$ cat src/rtl/uin_score_row.sv
// One hit-line row of the arrow display: per-lane arrival, timing grade, miss/empty-press pulses
// and a shared saturating combo counter.
//
// state | meaning
// IDLE  | lane dark, waiting for an arrow from the row below
// LIT   | arrow present, waiting for a press or expiry
// HIT   | arrow already graded, lane counts out its remaining length
module uin_score_row #(
    parameter int N_LANES = 4,
    parameter int PXL_W   = 4,
    parameter int HOLD_W  = 9,
    parameter int PERF_LO = 8,
    parameter int PERF_HI = 23,
    parameter int COMBO_W = 8
) (
    input  logic                     clk,
    input  logic                     reset,
    input  logic                     top_row,
    input  logic [N_LANES-1:0]       row_below,
    input  logic [N_LANES-1:0]       user_press,
    input  logic [HOLD_W-1:0]        hold_len,
    output logic [N_LANES*PXL_W-1:0] pxls,
    output logic [N_LANES-1:0]       next_up,
    output logic [N_LANES-1:0]       hit_perfect,
    output logic [N_LANES-1:0]       hit_good,
    output logic [N_LANES-1:0]       empty_press,
    output logic [COMBO_W-1:0]       combo
);

    typedef enum logic [1:0] {IDLE, LIT, HIT} lane_state_t;

    localparam int SUM_W = COMBO_W + $clog2(N_LANES + 1);
    localparam logic [HOLD_W-1:0]  ONE       = HOLD_W'(1);
    localparam logic [HOLD_W-1:0]  PERF_LO_V = HOLD_W'(PERF_LO);
    localparam logic [HOLD_W-1:0]  PERF_HI_V = HOLD_W'(PERF_HI);
    localparam logic [COMBO_W-1:0] COMBO_MAX = '1;

    lane_state_t state     [N_LANES];
    lane_state_t state_nxt [N_LANES];
    logic [HOLD_W-1:0] elapsed     [N_LANES];
    logic [HOLD_W-1:0] elapsed_nxt [N_LANES];
    logic [HOLD_W-1:0] len         [N_LANES];
    logic [HOLD_W-1:0] len_nxt     [N_LANES];

    logic [N_LANES-1:0] prev;
    logic [N_LANES-1:0] press_edge;
    logic [N_LANES-1:0] at_end;
    logic [N_LANES-1:0] in_window;
    logic [N_LANES-1:0] next_up_nxt;
    logic [N_LANES-1:0] perfect_nxt;
    logic [N_LANES-1:0] good_nxt;
    logic [N_LANES-1:0] empty_nxt;
    logic [N_LANES-1:0] hits;
    logic [N_LANES*PXL_W-1:0] pxls_nxt;
    logic [COMBO_W-1:0] combo_nxt;
    logic [SUM_W-1:0]   sum;

    assign press_edge = user_press & ~prev;

    always_comb begin
        at_end    = '0;
        in_window = '0;
        for (int i = 0; i < N_LANES; i++) begin
            at_end[i]    = (elapsed[i] == len[i] - ONE);
            in_window[i] = (elapsed[i] >= PERF_LO_V) && (elapsed[i] <= PERF_HI_V);
        end
    end

    always_comb begin
        next_up_nxt = '0;
        perfect_nxt = '0;
        good_nxt    = '0;
        empty_nxt   = '0;
        pxls_nxt    = '0;
        for (int i = 0; i < N_LANES; i++) begin
            state_nxt[i]   = state[i];
            elapsed_nxt[i] = elapsed[i];
            len_nxt[i]     = len[i];
            case (state[i])
                IDLE: begin
                    // arrival takes priority; a press on the arrival edge is swallowed
                    if (row_below[i]) begin
                        state_nxt[i]   = LIT;
                        elapsed_nxt[i] = '0;
                        len_nxt[i]     = (hold_len == '0) ? ONE : hold_len;
                    end else if (press_edge[i]) begin
                        empty_nxt[i] = 1'b1;
                    end
                end
                LIT: begin
                    if (press_edge[i]) begin
                        if (in_window[i]) perfect_nxt[i] = 1'b1;
                        else              good_nxt[i]    = 1'b1;
                        if (at_end[i]) begin
                            state_nxt[i] = IDLE;
                        end else begin
                            state_nxt[i]   = HIT;
                            elapsed_nxt[i] = elapsed[i] + ONE;
                        end
                    end else if (at_end[i]) begin
                        state_nxt[i]   = IDLE;
                        next_up_nxt[i] = 1'b1;
                    end else begin
                        elapsed_nxt[i] = elapsed[i] + ONE;
                    end
                end
                HIT: begin
                    if (at_end[i]) state_nxt[i]   = IDLE;
                    else           elapsed_nxt[i] = elapsed[i] + ONE;
                end
                default: state_nxt[i] = IDLE;
            endcase
            pxls_nxt[i*PXL_W +: PXL_W] = (state_nxt[i] == LIT || !top_row) ? {PXL_W{1'b1}} : '0;
        end
    end

    always_comb begin
        hits = perfect_nxt | good_nxt;
        sum  = SUM_W'(combo);
        for (int i = 0; i < N_LANES; i++) begin
            sum = sum + SUM_W'(hits[i]);
        end
        if (|next_up_nxt || |empty_nxt)   combo_nxt = '0;
        else if (sum > SUM_W'(COMBO_MAX)) combo_nxt = COMBO_MAX;
        else                              combo_nxt = sum[COMBO_W-1:0];
    end

    always_ff @(posedge clk or posedge reset) begin
        if (reset) begin
            for (int i = 0; i < N_LANES; i++) begin
                state[i]   <= IDLE;
                elapsed[i] <= '0;
                len[i]     <= ONE;
            end
            // all ones so a button held through reset does not look like a fresh press
            prev        <= '1;
            pxls        <= '0;
            next_up     <= '0;
            hit_perfect <= '0;
            hit_good    <= '0;
            empty_press <= '0;
            combo       <= '0;
        end else begin
            for (int i = 0; i < N_LANES; i++) begin
                state[i]   <= state_nxt[i];
                elapsed[i] <= elapsed_nxt[i];
                len[i]     <= len_nxt[i];
            end
            prev        <= user_press;
            pxls        <= pxls_nxt;
            next_up     <= next_up_nxt;
            hit_perfect <= perfect_nxt;
            hit_good    <= good_nxt;
            empty_press <= empty_nxt;
            combo       <= combo_nxt;
        end
    end

endmodule

$ cat config.mk
export PLATFORM = sky130hd
export DESIGN_NAME = uin_score_row
export DESIGN_NICKNAME = d
export VERILOG_FILES = /design/src/rtl/uin_score_row.sv
export SDC_FILE = /design/constraint.sdc
export NUM_CORES = 1
export LEC_CHECK = 0
export BUFFER_PORTS_ARGS = -buffer_cell sky130_fd_sc_hd__buf_2
export CAP_MARGIN = 5
export CORE_MARGIN = 2
export CORE_UTILIZATION = 56
export CTS_BUF_LIST = sky130_fd_sc_hd__clkbuf_8
export DETAILED_ROUTE_END_ITERATION = 7
export GPL_TIMING_DRIVEN = 0
export HOLD_SLACK_MARGIN = 0.05
export PLACE_DENSITY = 0.84
export SLEW_MARGIN = 20
export SYNTH_ARGS = -nofsm -noshare
export SYNTH_HDL_FRONTEND = slang
export SYNTH_SLANG_ARGS = --single-unit
$ cat constraint.sdc
create_clock -name clk -period 3.3 [get_ports clk]
set_input_delay 0.165 -clock clk [delete_from_list [all_inputs] [get_ports clk]]
set_output_delay 0.165 -clock clk [all_outputs]
set_load 0.01 [all_outputs]
==> results.cfg <==
[outcome]
status = complete, no violations

[power]
p_leak_uw = 0.00337
power_density_nw_per_um2 = 824
ir_drop_mv = 0.427

[sta]
finalSetupViolations = 0
worst_pin_slew_ns = 0.987
rsz0062_at_grt = no
slew_headroom = 0.337
whs_ns = 0.0976
final-hold-violation-count = 0
finalWorstSetupSlack_ns = 0.204
fin_crit_sh = 0.938
fmax_mhz = 323
slew_viol_final = 0
finalClockSkew_ns = 0.0126
layout_min_cycle_time_ns = 3.10

[global_routing]
grt_most_used_layer = met2
gr-usage-met2 = 0.407
grt_max_degree = 85
grt_use_met3 = 0.0664
grt_pass1_wl_mm = 26.3
grt_pass1_vias = 5538
grt_use_met1 = 0.322
antenna_found_initial = 0
grt_overflow = 0
track_usage = 0.248

[floorplanning]
fp.dieH_um = 115
chipWidth_um = 115
coreArea_um2 = 12100
initial_core_util = 0.574
die-area_um2 = 13300
rows = 40
boundaryPins = 60

[critical_path]
cp-end-kind = flip-flop
worstPathArrival_ns = 3.42
criticalPathCategory = flip-flop to flip-flop
required_ns = 3.63
critPathMaxFanout = 11
start_kind = flip-flop

[final_layout]
multiInputGateArea_um2 = 3730
regArea_um2 = 2810
diodes = 0
area_growth_pct = 11.7
drive_gt1_frac = 0.212
finalNetCount = 840
utilization = 0.641
nFillCells = 981

[synth]
yosys-top-cells-area = dfrtp_1 38%, mux2_2 5.4%, ha_1 5.2%, xnor2_1 4.6%, dfstp_2 3.0%
synth_area_per_cell_um2 = 9.72
syn_inst = 712
synth_async_sr_flop_share = 1.00
seq_area_frac_synth = 0.406
synth_most_common_cell = dfrtp_1
yosysTopAreaCell = dfrtp_1
synth_edf_count = 0
yosys_warnings = 0
synth_commonest_cells = 104 x dfrtp_1, 51 x nor2_1, 47 x nand2_1
synth_ff_type = dfrtp_1
synth_cell_types = 80
synth-seq-cells = 112
synthesis.area_um2 = 6920
synth_top_area_share = 0.376
synth_nets = 764

[routing]
wl_per_cell_um = 16.5
ant_nets = 0
viasPerCell = 5.96
drc = 0
first_pass_iters = 5
wirelength_mm = 15.9
via_count = 5730
drt_iter0_markers = 450

[placement]
hpwl_mm = 11.6
portBuffers = 59
place_congestion = 0.937
pre_cts_ws_ns = -0.300

[clocking]
cts_tree = done
clock_sink_count = 112
clk_latency_ns = 0.40
cts.reportedPaths.clkPinSlew_ns = 0.12
clock_path_buffers = 2
htreeDepth = 3
cts_inserted_buffers = 9
root_buffer = clkbuf_8
ctsResizeCount = 0

[flow_run]
drv_cap = 0

[hold_path]
hp-class = input pin to flip-flop
-- report_power, final --
part           switching [µW]  internal (µW)
Sequential                478           1790
Combinational            1750           1410
Clock                     505            436
-- path summary, 6_finish.rpt --
kind,from,endpoint,slack (ns),cells past startpoint
worst min register to register,len[18]$_DFFE_PP1P_,len[18]$_DFFE_PP1P_,0.53,2
max in group asynchronous,reset,len[0]$_DFFE_PP1P_,2.30,4
worst max-delay path,state[7]$_DFF_PP0_,combo[6]$_DFF_PP0_,0.20,9
worst min-delay path,hold_len[7],len[34]$_DFFE_PP0P_,0.1,2
worst max register to register,state[7]$_DFF_PP0_,combo[6]$_DFF_PP0_,0.20,9
min in group asynchronous,reset,state[2]$_DFF_PP0_,0.27,3
-- cell families (layout without fill, tap and decap cells) --
| group | Yosys count | after routing | share of synthesized area |
|---|---|---|---|
| buffers and inverters | 81 | 162 | 0.0550 |
| XOR/XNOR | 53 | 53 | 0.0671 |
| AO/OA/AOI/OAI | 136 | 136 | 0.140 |
| flip-flops | 112 | 112 | 0.406 |
| multiplexers | 40 | 40 | 0.0638 |
| AND/OR/NAND/NOR | 258 | 258 | 0.207 |
| adder cells (fa/ha/maj) | 32 | 32 | 0.0611 |
-- stage by stage --
stage | power, µW | std cells | TNS, ns | cell area [µm²]
2_1_floorplan | 4610 | 712 | 0 | 6920
3_3_place_gp | 5170 | 939 | -102.98 | 7430
4_1_cts | 6360 | 961 | 0 | 7730
5_1_grt | 6850 | 961 | 0 | 7730
6_report | 6370 | 961 | 0 | 7730
3_5_place_dp | 5390 | 940 | -1.52 | 7460
-- layout make-up --
| type | instances | area share |
|---|---|---|
| Clock inverter | 7 | 0.0129 |
| Clock buffer | 9 | 0.0160 |
| Tap cell | 168 | 0.0272 |
| Sequential cell | 112 | 0.364 |
| Inverter | 43 | 0.0215 |
| Timing Repair Buffer | 66 | 0.0495 |
| Multi-Input combinational cell | 519 | 0.482 |
| Buffer | 37 | 0.0270 |
-- per-layer routing --
layer	part of all wire	wire (µm)
met5	0	0
met4	0.018	278
met3	0.072	1140
met2	0.49	7710
met1	0.43	6750
-- cells in the final DEF, fill, tap and decap left out, drive strengths merged, types with 10 or more instances in the layout --
cell	n
o211ai	10
xor2	17
a21oi	28
nor3	21
nand3	26
xnor2	36
nand2b	10
dfrtp	104
o21ai	40
nand4	11
mux2	33
inv	46
clkbuf	28
nand2	48
or3	11
ha	29
nor2	51
or4	10
nor2b	11
and3	11
nor4	10
buf	78
-- flip-flops by register name, summed over array words and instances (netlist names) --
name / cells
elapsed: 36
len: 36
combo: 8
state: 8
empty_press: 4
hit_good: 4
hit_perfect: 4
next_up: 4
prev: 4
pxls: 4
-- critical path, cell delays in order, from the launching register on --
cell	delay [ns]
dfrtp_1	0.43
inv_1	0.11
ha_1	0.19
nand3b_1	0.21
fa_1	0.56
inv_1	0.05
fa_1	0.46
fa_1	0.56
and4b_1	0.28
nor3_2	0.16
-- timing repair --
| item | CTS | global route |
|---|---|---|
| setup endpoints to repair | 8 | 0 |
| hold buffers | 6 | 0 |
| setup buffers | 0 | 0 |
| hold endpoints to repair | 33 | 0 |
Note: power is estimated with default switching activity, not from simulation.
